$ cat src/rtl/cascade_modn_pkg.sv
// -----------------------------------------------------------------------------
// cascade_modn_pkg
// Shared definitions for the cascaded mod-N counter:
//   - digit_w_f / count_w_f : width derivation used by the parameter lists
//   - clamp_digit           : folds an out-of-range digit down to RADIX-1
//   - dir_e                 : counting direction encoding
// -----------------------------------------------------------------------------
package cascade_modn_pkg;

   typedef enum logic {
      DIR_DOWN = 1'b0,
      DIR_UP   = 1'b1
   } dir_e;

   // Bits needed to hold one digit of modulus radix.
   function automatic int unsigned digit_w_f(input int unsigned radix);
      return $clog2(radix);
   endfunction

   // Width of the packed multi-digit count.
   function automatic int unsigned count_w_f(input int unsigned radix,
                                             input int unsigned stages);
      return stages * digit_w_f(radix);
   endfunction

   // A digit field can encode values >= radix when radix is not a power
   // of two; such values are stored as the largest legal digit.
   function automatic int unsigned clamp_digit(input int unsigned d,
                                               input int unsigned radix);
      return (d >= radix) ? (radix - 32'd1) : d;
   endfunction

endpackage : cascade_modn_pkg

$ cat src/rtl/modn_digit_stage.sv
// -----------------------------------------------------------------------------
// modn_digit_stage
// One mod-RADIX digit register. It steps up or down when step is high and
// wraps at the boundary. A load stores load_digit clamped to RADIX-1.
// Ports:
//   clk        in   rising-edge clock
//   reset      in   synchronous active-low reset
//   step       in   advance this digit on the current edge
//   up_dn      in   1 = increment, 0 = decrement
//   load       in   parallel load strobe (overrides step)
//   load_digit in   digit value to load
//   digit      out  registered digit value
//   at_max     out  digit == RADIX-1
//   at_min     out  digit == 0
// -----------------------------------------------------------------------------
module modn_digit_stage
   import cascade_modn_pkg::*;
#(
   parameter int unsigned RADIX   = 32'd4,
   parameter int unsigned DIGIT_W = digit_w_f(RADIX)
) (
   input  logic               clk,
   input  logic               reset,
   input  logic               step,
   input  logic               up_dn,
   input  logic               load,
   input  logic [DIGIT_W-1:0] load_digit,
   output logic [DIGIT_W-1:0] digit,
   output logic               at_max,
   output logic               at_min
);

   localparam logic [DIGIT_W-1:0] MAX_DIGIT = DIGIT_W'(RADIX - 32'd1);

   logic [DIGIT_W-1:0] r_digit;
   logic [DIGIT_W-1:0] w_next;
   logic [DIGIT_W-1:0] w_load_clamped;

   assign w_load_clamped = DIGIT_W'(clamp_digit(32'(load_digit), RADIX));

   // Next value for one step in the current direction, wrapping at the ends.
   always_comb begin
      w_next = r_digit;
      if (up_dn == DIR_UP) begin
         if (r_digit == MAX_DIGIT) begin
            w_next = '0;
         end else begin
            w_next = r_digit + DIGIT_W'(1);
         end
      end else begin
         if (r_digit == '0) begin
            w_next = MAX_DIGIT;
         end else begin
            w_next = r_digit - DIGIT_W'(1);
         end
      end
   end

   // Digit register: reset > load > step > hold.
   always_ff @(posedge clk) begin
      if (!reset) begin
         r_digit <= '0;
      end else if (load) begin
         r_digit <= w_load_clamped;
      end else if (step) begin
         r_digit <= w_next;
      end else begin
         r_digit <= r_digit;
      end
   end

   assign digit  = r_digit;
   assign at_max = (r_digit == MAX_DIGIT);
   assign at_min = (r_digit == '0);

endmodule : modn_digit_stage

$ cat src/rtl/cascade_modn_counter.sv
// -----------------------------------------------------------------------------
// cascade_modn_counter
// Fully synchronous cascade of NUM_STAGES mod-RADIX digits. Carries and
// borrows are clock enables into each digit, never derived clocks.
// Ports:
//   clk         in   rising-edge clock for all state
//   reset       in   synchronous active-low reset
//   en          in   count enable
//   up_dn       in   1 = increment, 0 = decrement
//   load        in   parallel load strobe (priority over en)
//   load_val    in   packed digits to load, digit 0 in the LSBs
//   count       out  registered packed count, digit 0 least significant
//   stage_carry out  bit i high when digit i wraps on this edge
//   tc          out  count is at the terminal value for the direction
// Build option:
//   CASCADE_MODN_COUNTER_SATURATE_EN - hold at full scale / zero instead of
//   wrapping; tc stays high while held, stage_carry stays low.
// -----------------------------------------------------------------------------
module cascade_modn_counter
   import cascade_modn_pkg::*;
#(
   parameter  int unsigned RADIX      = 32'd4,
   parameter  int unsigned NUM_STAGES = 32'd3,
   localparam int unsigned DIGIT_W    = digit_w_f(RADIX),
   localparam int unsigned COUNT_W    = count_w_f(RADIX, NUM_STAGES)
) (
   input  logic                  clk,
   input  logic                  reset,
   input  logic                  en,
   input  logic                  up_dn,
   input  logic                  load,
   input  logic [COUNT_W-1:0]    load_val,
   output logic [COUNT_W-1:0]    count,
   output logic [NUM_STAGES-1:0] stage_carry,
   output logic                  tc
);

   logic [NUM_STAGES-1:0] w_at_max;
   logic [NUM_STAGES-1:0] w_at_min;
   logic [NUM_STAGES-1:0] w_edge;   // digit sits at its wrap point for the direction
   logic [NUM_STAGES-1:0] w_step;
   logic                  w_active;
   logic                  w_full;
   logic                  w_step_en;

   assign w_active = en & ~load & reset;
   assign w_edge   = (up_dn == DIR_UP) ? w_at_max : w_at_min;
   assign w_full   = &w_edge;

`ifdef CASCADE_MODN_COUNTER_SATURATE_EN
   // At the terminal value no digit moves, so nothing wraps.
   assign w_step_en = w_active & ~w_full;
`else
   assign w_step_en = w_active;
`endif

   // Step chain: digit i moves when all lower digits sit at their wrap point.
   always_comb begin
      logic chain_v;
      chain_v = w_step_en;
      w_step  = '0;
      for (int i = 0; i < int'(NUM_STAGES); i++) begin
         w_step[i] = chain_v;
         chain_v   = chain_v & w_edge[i];
      end
   end

   assign stage_carry = w_step & w_edge;
   assign tc          = w_active & w_full;

   genvar g;
   generate
      for (g = 0; g < int'(NUM_STAGES); g++) begin : g_digit
         modn_digit_stage #(
            .RADIX   (RADIX),
            .DIGIT_W (DIGIT_W)
         ) u_stage (
            .clk        (clk),
            .reset      (reset),
            .step       (w_step[g]),
            .up_dn      (up_dn),
            .load       (load),
            .load_digit (load_val[g*DIGIT_W +: DIGIT_W]),
            .digit      (count[g*DIGIT_W +: DIGIT_W]),
            .at_max     (w_at_max[g]),
            .at_min     (w_at_min[g])
         );
      end
   endgenerate

endmodule : cascade_modn_counter

$ cat config.mk
export PLATFORM = sky130hd
export DESIGN_NAME = cascade_modn_counter
export DESIGN_NICKNAME = d
export VERILOG_FILES = /design/src/rtl/cascade_modn_pkg.sv /design/src/rtl/modn_digit_stage.sv /design/src/rtl/cascade_modn_counter.sv
export SDC_FILE = /design/constraint.sdc
export NUM_CORES = 1
export LEC_CHECK = 0
export BUFFER_PORTS_ARGS = -buffer_cell sky130_fd_sc_hd__buf_2
export CAP_MARGIN = 10
export CELL_PAD_IN_SITES_DETAIL_PLACEMENT = 2
export CELL_PAD_IN_SITES_GLOBAL_PLACEMENT = 2
export CORE_MARGIN = 2
export CORE_UTILIZATION = 26
export DETAILED_ROUTE_END_ITERATION = 10
export MAX_ROUTING_LAYER = met4
export PLACE_DENSITY_LB_ADDON = 0.1
export SLEW_MARGIN = 20
export SYNTH_ARGS = -nofsm -noshare
export SYNTH_HDL_FRONTEND = slang
export SYNTH_SLANG_ARGS = --single-unit
export TNS_END_PERCENT = 20
$ cat constraint.sdc
create_clock -name clk -period 1.8 [get_ports clk]
set_clock_uncertainty 0.2 [all_clocks]
set_input_delay 0.27 -clock clk [delete_from_list [all_inputs] [get_ports clk]]
set_output_delay 0.27 -clock clk [all_outputs]
set_load 0.005 [all_outputs]
Word-level counts from Yosys, hierarchy flattened:

Index checks and enable logic that the tools add are counted.

* flip-flop bits (word level): 6
* output and inout port bits: 10

* add/sub/neg operators: 6
* eq/ne operators: 3
* mux-type cells: 16
* bitwise gates (word level): 7
* reduce and logical (&&, ||, !) cells: 7

Operator list (count)
* $mux W2: 15
* $add A2 B1 Y2 const B: 3
* $eq A2 B2 Y1 const B: 3
* $logic_not A2 Y1: 3
* $reduce_bool A2 Y1: 3
* $sub A2 B1 Y2 const B: 3
* $and A1 B1 Y1: 5
* $and A3 B3 Y3: 1
* $mux W3: 1
* $reduce_and A3 Y1: 1
* $not A1 Y1: 1

Longest topological paths before layout:

Gate-level depths: netlist of run 1.

* word-level depth: 7
* depth in mapped cells: 5
* gate-level depth less buffers: 5

By module:

From an unflattened synthesis of run 1, not the netlist that was laid out.

* cell total of the unflattened synthesis: 61
* area total of the unflattened synthesis: 503.0 µm²

By module, submodules not included
* modn_digit_stage: times used 3, cells each 17, area each 145.1 µm²
* cascade_modn_counter: times used 1, cells each 10, area each 67.6 µm²

Least setup slack after synthesis of run 1:

No wires, ideal clock.

* path type: flip-flop to flip-flop
* start point: reg g_digit[0].u_stage.r_digit[0]
* end point: reg g_digit[2].u_stage.r_digit[0]
* arrival: 1.250 ns
* required time: 1.478 ns
* path slack: 0.228 ns
* cell stages (with the launch flop): 6
* path buffers: 0
* clock period less this slack: 1.572 ns
* cells stage by stage: dfxtp_1 -> inv_1 -> ha_1 -> mux2i_4 -> nor4_2 -> o311a_1

* cells in the longest elaborated chain, start to end: 5
* elaborated cells on any way between the ends: 6
* classes of those cells: 1 x eq/ne; 1 x mux; 2 x bitwise; 2 x reduce/logical

Ends and longest elaborated chain
* start: declaration: line modn_digit_stage.sv:35 `logic [DIGIT_W-1:0] r_digit;`
* start signal: assignment: line modn_digit_stage.sv:64 `r_digit <= w_load_clamped;`
* start signal: assignment: line modn_digit_stage.sv:66 `r_digit <= w_next;`
* start signal: assignment: line modn_digit_stage.sv:68 `r_digit <= r_digit;`
* $eq A2 B2 Y1 / $logic_not A2 Y1 (equally long branches): line modn_digit_stage.sv:73, modn_digit_stage.sv:74
* $mux W3 *: line cascade_modn_counter.sv:47 `assign w_edge = (up_dn == DIR_UP) ? w_at_max : w_at_min;`
* $and A1 B1 Y1 * (2 in series): line cascade_modn_counter.sv:64 `chain_v = chain_v & w_edge[i];`
* $reduce_bool A2 Y1 (no source line) *
* end signal: assignment: line modn_digit_stage.sv:64
* end signal: assignment: line modn_digit_stage.sv:66
* end signal: assignment: line modn_digit_stage.sv:68
* end: declaration: line modn_digit_stage.sv:35

Every way passes the cells marked *; elsewhere a longest branch is shown, timed or not.
A chain may end at the register's enable or synchronous reset.

Worst setup path in the final report of run 1:

* start point: reg g_digit[1].u_stage.r_digit[0]
* end point: out stage_carry[1]

* cells in the longest elaborated chain, start to end: 3
* elaborated cells on any way between the ends: 4
* classes of those cells: 1 x eq/ne; 1 x mux; 1 x bitwise; 1 x reduce/logical

Ends and longest elaborated chain
* start: declaration: line modn_digit_stage.sv:35
* start signal: assignment: line modn_digit_stage.sv:64
* start signal: assignment: line modn_digit_stage.sv:66
* start signal: assignment: line modn_digit_stage.sv:68
* $eq A2 B2 Y1 / $logic_not A2 Y1 (equally long branches): line modn_digit_stage.sv:73, modn_digit_stage.sv:74
* $mux W3 *: line cascade_modn_counter.sv:47
* $and A3 B3 Y3 *: line cascade_modn_counter.sv:68 `assign stage_carry = w_step & w_edge;`
* end: declaration: line cascade_modn_counter.sv:34 `output logic [NUM_STAGES-1:0] stage_carry,`

Marked as above.

==> results of run 1 <==
[synth_stat cells, types with 2 or more instances]
cell / count / share of area, %
a211oi_1: 2 / 2.8
a31oi_1: 4 / 4.6
buf_4: 2 / 2.8
dfxtp_1: 6 / 22
ha_1: 6 / 14
inv_1: 7 / 4.9
mux2_2: 3 / 6.2
mux2i_1: 4 / 7.4
nand3_1: 2 / 1.8
nor2_1: 3 / 2.1
nor4_1: 2 / 2.3
o21ai_0: 2 / 1.8
xnor2_1: 3 / 4.9
[layout make-up]
class | count | area share, %
repair buffers | 25 | 17.6
clock buffers | 3 | 2.88
well taps | 27 | 4.31
flip-flops and latches | 6 | 16.9
inverters | 8 | 4.47
multi-input cells | 42 | 53.8
[report_power, final]
group | internal [mW] | total, mW | leakage [nW] | switching [mW]
sequential | 0.145 | 0.159 | 0.0522 | 0.0136
clock | 0.0759 | 0.130 | 0.0138 | 0.0544
combinational | 0.0848 | 0.168 | 0.277 | 0.0834
[layer usage]
metal  vias up  global-route usage [%]
met4         0                    5.56
met3         2                    2.12
li1        259                       -
met2        11                    28.0
met5         -                       -
met1       263                    20.4
[per-stage QoR]
stage | power, mW | setup slack, ns | hold WS, ns
after floorplan | 0.247 | 0.228 | 0.201
after global placement | 0.294 | 0.148 | 0.312
after detailed placement | 0.297 | 0.113 | 0.320
after CTS | 0.454 | 0.00209 | 0.0668
after global routing | 0.493 | -0.0804 | 0.0996
final | 0.457 | 0.0199 | 0.0697
[how the worst min path moves through the flow]
stage                            from                           to  slack, ns
after detailed placement  load_val[0]  g_digit[0].u_stage.digit[0]       0.32
after global placement    load_val[0]  g_digit[0].u_stage.digit[0]       0.31
after CTS                 load_val[0]  g_digit[0].u_stage.digit[0]       0.07
after global routing            reset  g_digit[2].u_stage.digit[0]        0.1
after floorplan                 reset  g_digit[2].u_stage.digit[0]       0.20
final                     load_val[0]  g_digit[0].u_stage.digit[0]       0.07
[logic make-up after synthesis]
kind of cell / Yosys count
buffers and inverters: 11
DFF: 6
AOI/OAI and AO/OA: 10
adders and majority gates: 6
and+or+nand+nor: 13
muxes: 9
xor gates and xnor gates: 4
[worst max-delay path: cells and delay by family, from the launching register on]
kind / cells / cell delay [ns]
DFF: 1 / 0.33
buffers and inverters: 2 / 0.26
and+or+nand+nor: 1 / 0.24
adders and majority gates: 1 / 0.15
muxes: 1 / 0.08
[cells in the final DEF, fill, tap and decap left out]
cell / Yosys / layout
ha_4: 0 / 2
clkbuf_4: 0 / 3
mux2i_4: 1 / 2
ha_2: 0 / 2
nand2_1: 1 / 1
mux2i_1: 4 / 4
o211ai_1: 1 / 1
and3b_1: 1 / 1
a211oi_1: 2 / 2
xor2_1: 1 / 1
inv_2: 0 / 1
inv_1: 7 / 4
buf_4: 2 / 5
ha_1: 6 / 2
nor4_2: 1 / 3
dfxtp_4: 0 / 2
nor3_2: 0 / 1
clkinv_1: 1 / 1
o311a_1: 1 / 1
inv_4: 0 / 2
mux2_2: 3 / 3
nand3_1: 2 / 2
nand2b_1: 1 / 1
buf_2: 0 / 20
a31oi_1: 4 / 4
xnor2_1: 3 / 3
nand3b_1: 1 / 1
o21ai_0: 2 / 2
dfxtp_2: 0 / 4
nor2_1: 3 / 3
[timing repair]
item	4_1_cts	5_1_grt
setup endpoints to repair	4	4
pin swaps	4	1
cloned	0	0
setup buffers	2	0
gates resized for setup	15	8
==> metrics.md, run 1 <==
| Metric | Value |
|---|---|
| Final Cell Area | 783 µm² |
| TritonRoute pass-1 iters | 4 |
| Chip Height | 49.6 µm |
| Crit path cell chain | inv_1 > ha_4 > mux2i_4 > nor3_2 > buf_2 |
| Crit Path Max Fanout | 4 |
| Detail Route met3 WL | between 50 and 60 µm |
| Fill cells | 254 |
| CTS sink count | 6 |
| Initial core utilization | 27.6% |
| H-tree lvl count | 1 |
| Adder-cell share of the synthesized area | 13.9% |
| Reg2Reg Setup Slack | 0.09 ns |
| Fin util | 39.9% |
| TNS Setup | 0 ns |
| Vias post-DR | 535 |
| CP Class | reg -> out |
| Core footprint | around 0.0020 mm² |
| GRT Total Usage | between 10% and 20% |
| Vias in the first global route | between 500 and 600 |
| Nets | 103 |
| RR Endpoint | g_digit[2].u_stage.digit[0] |
| Cell Area, Synth | 542 µm² |
| Placed cell area | 672 µm² |
| Core Rows | 16 |
| CTS tree | yes |
| Ys async rst share | 0% |
| Largest stage delay on the critical path | 0.33 ns |
| Max Fclk | 562 MHz |
| Setup Viol. Count Final | 0 |
| Post-synthesis sequential area ratio | 22.2% |
| Fin cells | 111 |
| Max-cap violations | 0 |
| Mux share of post-synthesis cell area | roughly 20% |
| Slew headroom | 80.9% |
| Tmin final | around 1.8 ns |
| Warnings, synthesis | 0 |
| PortBufs | 20 |
| Global-route wire length before repair | between 2 and 3 mm |
| Compound-Gate Fraction of Synth Area | 12.5% |
| RR Startpoint | g_digit[0].u_stage.digit[0] |
| # IOs | 21 |
| DR iter-0 viols | 6 |
| Max reg flops | 6 |
| Register Area | 133 µm² |
| Flops & latches, synth | 6 |
| Top_reg_cell synth | dfxtp_1 |
| Area grow syn2layout | 44.6% |
| Largest net degree at the start of global routing | 8 |
| Wirelength, routed | roughly 1.8 mm |
| Reg2Reg Depth | 6 |
| Area share of and/or/nand/nor cells after synthesis | 14.3% |
| Drc violations | 0 |
| Die area | 0.00246 mm² |
| Overall die width | 49.6 µm |
| Worst setup EP type | output port |
| Layout cells sized above 1 | 59.5% |
| DP Cell Count | 106 |
| Synthesized Nets | 76 |
| PwrDens | 584 mW/mm² |
| DP HPWL | 1.35 mm |
| Inserted Clock Buffers | 3 |
| M1 WL | 794 µm |
| Clock Path Buffers | 2 |
| Antenna Nets Post-Route | 0 |
| Slew @ Worst Pin | around 0.28 ns |
| Worst hold path class | in -> reg |
| Worst setup path end | stage_carry[1] |
| Xor and xnor area share after synthesis | 6.47% |
| Top layer in use | met4 |
| Ant diodes | 0 |
| Final slew viol count | 0 |
| Pleak | 0.343 nW |
| CP Launch Type | register |
| Data required time of the critical path | 1.33 ns |
| WHS Path Cells | 3 |
| Synth unique cells | 26 |
| Met2 wire len | approximately 900 µm |
| Endpoints failing hold | 0 |
| Antenna violations before repair | 0 |
| Remaining Overflow, GRT | 0 |
| RSZ-0062 raised after global routing | true |
| Root Driver | clkbuf_4 |
| Multi-input logic area | 422 µm² |
| WL/cell | 15.8 µm |
| Final Cycle Share | roughly 99% |
| Largest family of logic cells by synthesized area | multiplexers |
| VDD IR-drop max | 0.281 mV |
| # hold bufs at CTS | 0 |
| Mapped Cells | 59 |
| Reg clk slew, reported paths | 0.05 ns |
| Critical Path AT | 1.31 ns |
| CP max-delay cell | dfxtp_2 |
| Post-synth EDFFs | 0 |
| DR vias/cell | 4.82 |
| Status | complete, no violations |
| Worst-skew pair later-pin latency | between 0.2 and 0.3 ns |
| Syn Area/Cell | 9.18 µm² |
| Final weighted congestion in routability-driven placement | 0.716 |
| CP startpoint | g_digit[1].u_stage.digit[0] |
No activity file was read; power rests on OpenSTA's default activity.
==> run 2: changes to the inputs <==
--- a/config.mk
+++ b/config.mk
@@ -5,13 +5,12 @@
 export SDC_FILE = /design/constraint.sdc
 export NUM_CORES = 1
 export LEC_CHECK = 0
-export BUFFER_PORTS_ARGS = -buffer_cell sky130_fd_sc_hd__buf_2
-export CAP_MARGIN = 10
 export CELL_PAD_IN_SITES_DETAIL_PLACEMENT = 2
 export CELL_PAD_IN_SITES_GLOBAL_PLACEMENT = 2
 export CORE_MARGIN = 2
-export CORE_UTILIZATION = 26
+export CORE_UTILIZATION = 33
 export DETAILED_ROUTE_END_ITERATION = 10
+export DONT_BUFFER_PORTS = 1
 export MAX_ROUTING_LAYER = met4
 export PLACE_DENSITY_LB_ADDON = 0.1
 export SLEW_MARGIN = 20
==> run 2 against run 1 <==
  * The flow now finishes with violations (hold timing)
  * Core utilization up 3.4 points
  * Cell count down 28%
  * First-iteration DRC count down 83%
  * Die area down 20%
  * Critical path depth down 1
  * Sequential cell count unchanged
==> metrics.md, run 2 (synthesis gave the netlist of run 1 again) <==
| Metric | Value |
|---|---|
| Status | complete, but fails checks |
| Failing checks | hold timing |
| Final weighted congestion in routability-driven placement | 0.744 (+3.9%) |
| Antenna violations before repair | 0 (unchanged) |
| Wirelength, routed | 1.43 mm (-19%) |
| Reg2Reg Depth | 5 (-1) |
| CP Class | reg -> out |
| Antenna Nets Post-Route | 0 (unchanged) |
| Slew @ Worst Pin | 0.430 ns (+0.150 ns) |
| Vias in the first global route | 538 (-6.8%) |
| DR iter-0 viols | 1 (-5) |
| RSZ-0062 raised after global routing | false |
| DR vias/cell | 5.84 (+21%) |
| Hold WS | -0.00138 ns (-0.0711 ns) |
| Max-cap violations | 0 (unchanged) |
| Global-route wire length before repair | 2.50 mm (-15%) |
| Max reg flops | 6 (unchanged) |
| Core Rows | 14 (-2) |
| Hold Path Origin | load_val[0] |
| TritonRoute pass-1 iters | 2 (-2) |
| Largest stage delay on the critical path | 0.34 ns (about the same) |
| H-tree lvl count | 1 (unchanged) |
| Overall die width | 44.5 µm (-10%) |
| Tmin final | 1.71 ns (-0.0719 ns) |
| CP max-delay cell | dfxtp_2 |
| Pleak | 0.251 nW (-27%) |
| Crit Path Max Fanout | 4 (unchanged) |
| Max Fclk | 585 MHz (+4.2%) |
| TNS Setup | 0 ns (unchanged) |
| Remaining Overflow, GRT | 0 (unchanged) |
| CP startpoint | g_digit[1].u_stage.digit[0] |
| Worst setup path end | stage_carry[2] |
| Most common cell after layout, fill and taps aside | inv_1 |
| Layout cells sized above 1 | 37.5% (-22 points) |
| RR Startpoint | g_digit[0].u_stage.digit[0] |
| WP buf/inv | 1 (-1) |
| Reg clk slew, reported paths | 0.05 ns (about the same) |
| Data required time of the critical path | 1.33 ns (about the same) |
| Inserted Clock Buffers | 3 (unchanged) |
| CTS tree | yes |
| Largest net degree at the start of global routing | 9 (+1) |
| Worst-skew pair later-pin latency | 0.25 ns (about the same) |
| Final Cycle Share | 94.9% (-4.0 points) |
| Slew headroom | 71.2% (-9.7 points) |
| DP HPWL | 1.11 mm (-17%) |
| Endpoints failing hold | 1 (+1) |
| Crit path depth | 4 (-1) |
| Die area | 0.00198 mm² (-20%) |
| CTS sink count | 6 (unchanged) |
| Reg2Reg Setup Slack | 0.14 ns (+0.05 ns) |
| Worst hold path class | in -> reg |
| Cell class contributing the biggest share of worst-path delay | flip-flops |
| Chip Height | 44.5 µm (-10%) |
| Core footprint | 0.00152 mm² (-22%) |
| Clock Path Buffers | 2 (unchanged) |
| Initial core utilization | 35.6% (+7.9 points) |
| Vias post-DR | 467 (-13%) |
| Critical Path AT | 1.24 ns (-0.07 ns) |
| # IOs | 21 (unchanged) |
| VDD IR-drop max | 0.276 mV (-1.7%) |
| Area grow syn2layout | 21.9% |
| Drc violations | 0 (unchanged) |
| PwrDens | 628 mW/mm² (+7.6%) |
| Root Driver | clkbuf_4 |
| PortBufs | 0 (-100%) |
| RR Endpoint | g_digit[2].u_stage.digit[0] |
| CP Launch Type | register |
| Nets | 83 (-19%) |
| Setup Viol. Count Final | 0 (unchanged) |
| Ant diodes | 0 (unchanged) |
| Worst setup EP type | output port |
| WL/cell | 17.8 µm (+13%) |
| Crit path cell chain | inv_1 > ha_2 > mux2i_4 > nor4_2 |
| Most frequent cells in the layout | inv_1, a31oi_1, dfxtp_2, dlygate4sd3_1 |
| Final slew viol count | 0 (unchanged) |
| GRT Total Usage | 18.3% (+1.7 points) |
-- run 2: changes by cell type in the layout (fill, tap and decap cells not counted), sizes merged --
| cell | delta |
|---|---|
| dlygate4sd3 | +4 |
| buf | -24 |
-- run 2: worst min-delay path by stage --
stage	slack, ns	depth (start not counted)	endpoint
2_1_floorplan	0.20	1	g_digit[2].u_stage.digit[0]
3_3_place_gp	0.20	1	g_digit[2].u_stage.digit[0]
3_5_place_dp	0.22	1	g_digit[2].u_stage.digit[0]
4_1_cts	0.004	2	g_digit[0].u_stage.digit[0]
5_1_grt	0.008	1	g_digit[2].u_stage.digit[0]
6_report	-0.001	2	g_digit[0].u_stage.digit[0]
-- run 2: stage by stage --
step	power, mW	worst slack (ns)	instances	cell area (µm²)	utilization, %
after floorplan	0.247	0.228	59	542	-
after global placement	0.255	0.162	72	536	35.1
after detailed placement	0.262	0.0917	72	536	35.1
after CTS	0.415	0.0262	80	642	42.1
after global routing	0.447	0.00465	80	661	43.3
final	0.415	0.0918	80	661	43.3
-- run 2: worst reg2reg max path: cells and delay by family, from the launching register on --
kind	cells	cell delay, ns
and+or+nand+nor	1	0.09
buffers and inverters	1	0.05
adders and majority gates	1	0.19
AOI/OAI and AO/OA	1	0.35
DFF	1	0.36
muxes	1	0.30
-- run 2: metal layers --
layer,vias up,part of all wire (%),track usage (%)
li1,220,-,-
met1,225,41,19.7
met2,17,50,31.3
met3,5,6.0,2.86
met4,0,2.5,10.9
met5,-,0,-
-- run 2: area by class of cell --
| cell class | instances | area [µm²] |
|---|---|---|
| Clock buffer | 3 | 22.5 |
| Fill cell | 171 | 863 |
| Inverter | 8 | 30.0 |
| Multi-Input combinational cell | 42 | 412 |
| Sequential cell | 6 | 129 |
| Tap cell | 16 | 20.0 |
| Timing Repair Buffer | 5 | 47.5 |
-- run 2: what timing repair did --
item,4_1_cts,5_1_grt
resized for setup,9,8
hold endpoints to repair,4,0
endpoints found under the setup margin,4,4
hold buffers,4,0
buffers inserted,1,0
pin swaps,0,3
-- run 2: power by group --
part / leakage, nW / switching, mW / total, mW / internal (mW)
Combinational: 0.186 / 0.0626 / 0.127 / 0.0640
Clock: 0.0138 / 0.0530 / 0.129 / 0.0757
Sequential: 0.0516 / 0.0143 / 0.160 / 0.145
==> run 3: changes to the inputs <==
--- a/config.mk
+++ b/config.mk
@@ -11,8 +11,9 @@
 export CORE_UTILIZATION = 33
 export DETAILED_ROUTE_END_ITERATION = 10
 export DONT_BUFFER_PORTS = 1
-export MAX_ROUTING_LAYER = met4
 export PLACE_DENSITY_LB_ADDON = 0.1
+export RECOVER_POWER = 100
+export SKIP_LAST_GASP = 1
 export SLEW_MARGIN = 20
 export SYNTH_ARGS = -nofsm -noshare
 export SYNTH_HDL_FRONTEND = slang
==> run 3 against run 2 <==
  * The run still ends with hold timing left
  * Non-clock buffer count is the same
  * Via count is the same
  * Critical endpoint unchanged
  * Final area shrank 0.38%
  * Register-to-register slack is essentially flat
  * Total power shrank 0.32%
  * Sequential cell count is the same
  * Critical path depth is the same
==> metrics.md, run 3 (synthesis gave the netlist of run 1 again) <==
| Metric | Value |
|---|---|
| CP Class | reg -> out |
| RSZ-0062 raised after global routing | true |
| DR vias/cell | 5.84 (unchanged) |
| Global-route wire length before repair | 2.50 mm (unchanged) |
| Antenna violations before repair | 0 (unchanged) |
| Ant diodes | 0 (unchanged) |
| Inserted Clock Buffers | 3 (unchanged) |
| GRT Total Usage | 17.8% (-0.54 points) |
| PnR worst setup slack | 0.0533 ns (-0.0385 ns) |
| Worst setup EP type | output port |
| PwrDens | 628 mW/mm² (about the same) |
| PortBufs | 0 (unchanged) |
| Tmin final | 1.75 ns (+0.0385 ns) |
| VDD IR-drop max | 0.277 mV (about the same) |
| Nets | 83 (unchanged) |
| Data required time of the critical path | 1.33 ns (about the same) |
| # IOs | 21 (unchanged) |
| Setup Viol. Count Final | 0 (unchanged) |
| CTS tree | yes |
| Drc violations | 0 (unchanged) |
| Overall die width | 44.5 µm (unchanged) |
| Area grow syn2layout | 21.5% |
| Worst-skew pair later-pin latency | 0.25 ns (about the same) |
| Core footprint | 0.00152 mm² (unchanged) |
| Place WS | 0.0917 ns (unchanged) |
| Root Driver | clkbuf_4 |
| Final weighted congestion in routability-driven placement | 0.735 (-1.2%) |
| Max-cap violations | 0 (unchanged) |
| Crit Path Max Fanout | 4 (unchanged) |
| RR Startpoint | g_digit[1].u_stage.digit[0] |
| Hold Path Origin | load_val[0] |
| Failing checks | hold timing |
| WL/cell | 17.9 µm (+0.42%) |
| Max reg flops | 6 (unchanged) |
| Critical Path AT | 1.28 ns (+0.04 ns) |
| WHS Path Cells | 2 (unchanged) |
| TNS Setup | 0 ns (unchanged) |
| Reg clk slew, reported paths | 0.05 ns (about the same) |
| Die area | 0.00198 mm² (unchanged) |
| Worst hold path class | in -> reg |
| Hold WS | -0.00126 ns (+0.000120 ns) |
| RR Endpoint | g_digit[2].u_stage.digit[0] |
| Max Fclk | 573 MHz (-2.2%) |
| CTS sink count | 6 (unchanged) |
| Layout cells sized above 1 | 34.4% (-3.1 points) |
| Endpoints failing hold | 1 (unchanged) |
| Antenna Nets Post-Route | 0 (unchanged) |
| Pleak | 0.253 nW (+0.56%) |
| DR iter-0 viols | 1 (unchanged) |
| Reg2Reg Setup Slack | 0.13 ns (about the same) |
| Chip Height | 44.5 µm (unchanged) |
| Fin util | 43.2% (-0.16 points) |
| H-tree lvl count | 1 (unchanged) |
| Slew headroom | 71.2% (about the same) |
| Reg2Reg Depth | 5 (unchanged) |
| Wirelength, routed | 1.43 mm (+0.42%) |
| TritonRoute pass-1 iters | 2 (unchanged) |
| CP Launch Type | register |
| Final Cycle Share | 97.0% (+2.1 points) |
| Largest net degree at the start of global routing | 9 (unchanged) |
| Status | complete, but fails checks |
| Most frequent cells in the layout | inv_1, a31oi_1, ha_1, dfxtp_2, dlygate4sd3_1 |
| Clock Path Buffers | 2 (unchanged) |
| Final slew viol count | 0 (unchanged) |
| Core Rows | 14 (unchanged) |
| Vias in the first global route | 538 (unchanged) |
| Most common cell after layout, fill and taps aside | inv_1 |
| Hold EP | g_digit[0].u_stage.digit[0] |
| Vias post-DR | 467 (unchanged) |
| Remaining Overflow, GRT | 0 (unchanged) |
| DP HPWL | 1.11 mm (unchanged) |
| Initial core utilization | 35.6% (unchanged) |
| Slew @ Worst Pin | 0.431 ns (+0.000827 ns) |
run 3: cell count changes in the layout (fill, tap and decap cells not counted):
cell / change
inv_2: -1
ha_2: -1
ha_1: +1
inv_1: +1
run 3: repair_timing:
| item | in CTS | in global routing |
|---|---|---|
| hold buffers | 4 | 0 |
| setup endpoints to repair | 4 | 4 |
| setup buffers | 1 | 0 |
| endpoints found under the hold margin | 4 | 0 |
| gates cloned | 0 | 0 |
| resized for setup | 8 | 7 |
| pin swaps | 0 | 3 |
run 3: worst max-delay path by stage:
| stage | startpoint | end | slack, ns | cells past startpoint |
|---|---|---|---|---|
| final | g_digit[1].u_stage.digit[0] | stage_carry[2] | 0.05 | 4 |
| after global routing | g_digit[2].u_stage.digit[0] | tc | -0.01 | 4 |
| after CTS | g_digit[1].u_stage.digit[0] | stage_carry[1] | -0.0002 | 4 |
| after detailed placement | g_digit[0].u_stage.digit[0] | g_digit[2].u_stage.digit[0] | 0.09 | 5 |
| after global placement | g_digit[0].u_stage.digit[0] | g_digit[2].u_stage.digit[0] | 0.16 | 5 |
| after floorplan | g_digit[0].u_stage.digit[0] | stage_carry[1] | 0.23 | 5 |
run 3: area by class of cell:
| class | count | area (µm²) |
|---|---|---|
| Sequential cell | 6 | 129 |
| Timing Repair Buffer | 5 | 47.5 |
| Tap cell | 16 | 20.0 |
| Multi-Input combinational cell | 42 | 409 |
| Inverter | 8 | 30.0 |
| Fill cell | 174 | 866 |
| Clock buffer | 3 | 22.5 |
run 3: critical path: stages (launching register included):
cell and delay (ns):
dfxtp_2 0.36, inv_1 0.07, ha_1 0.24, mux2i_4 0.27, nor4_2 0.09
run 3: per-layer routing:
layer  vias to the layer above  part of all wire (%)  global-route usage, %
met5                         -                     0                      0
met4                         0                   2.5                   10.9
met3                         5                   6.0                   2.86
met2                        17                    50                   31.3
met1                       225                    41                   19.7
li1                        220                     -                      -
run 3: where the power goes:
| part | total [mW] | internal (mW) | switching (mW) |
|---|---|---|---|
| Sequential | 0.159 | 0.145 | 0.0141 |
| Clock | 0.129 | 0.0757 | 0.0529 |
| Combinational | 0.126 | 0.0631 | 0.0625 |
run 3: metrics by stage:
stage | std cells | instance area (µm²) | power [mW]
floorplan | 59 | 542 | 0.247
global placement | 72 | 536 | 0.255
detailed placement | 72 | 536 | 0.262
CTS | 80 | 641 | 0.415
global route | 80 | 658 | 0.446
finish | 80 | 658 | 0.414
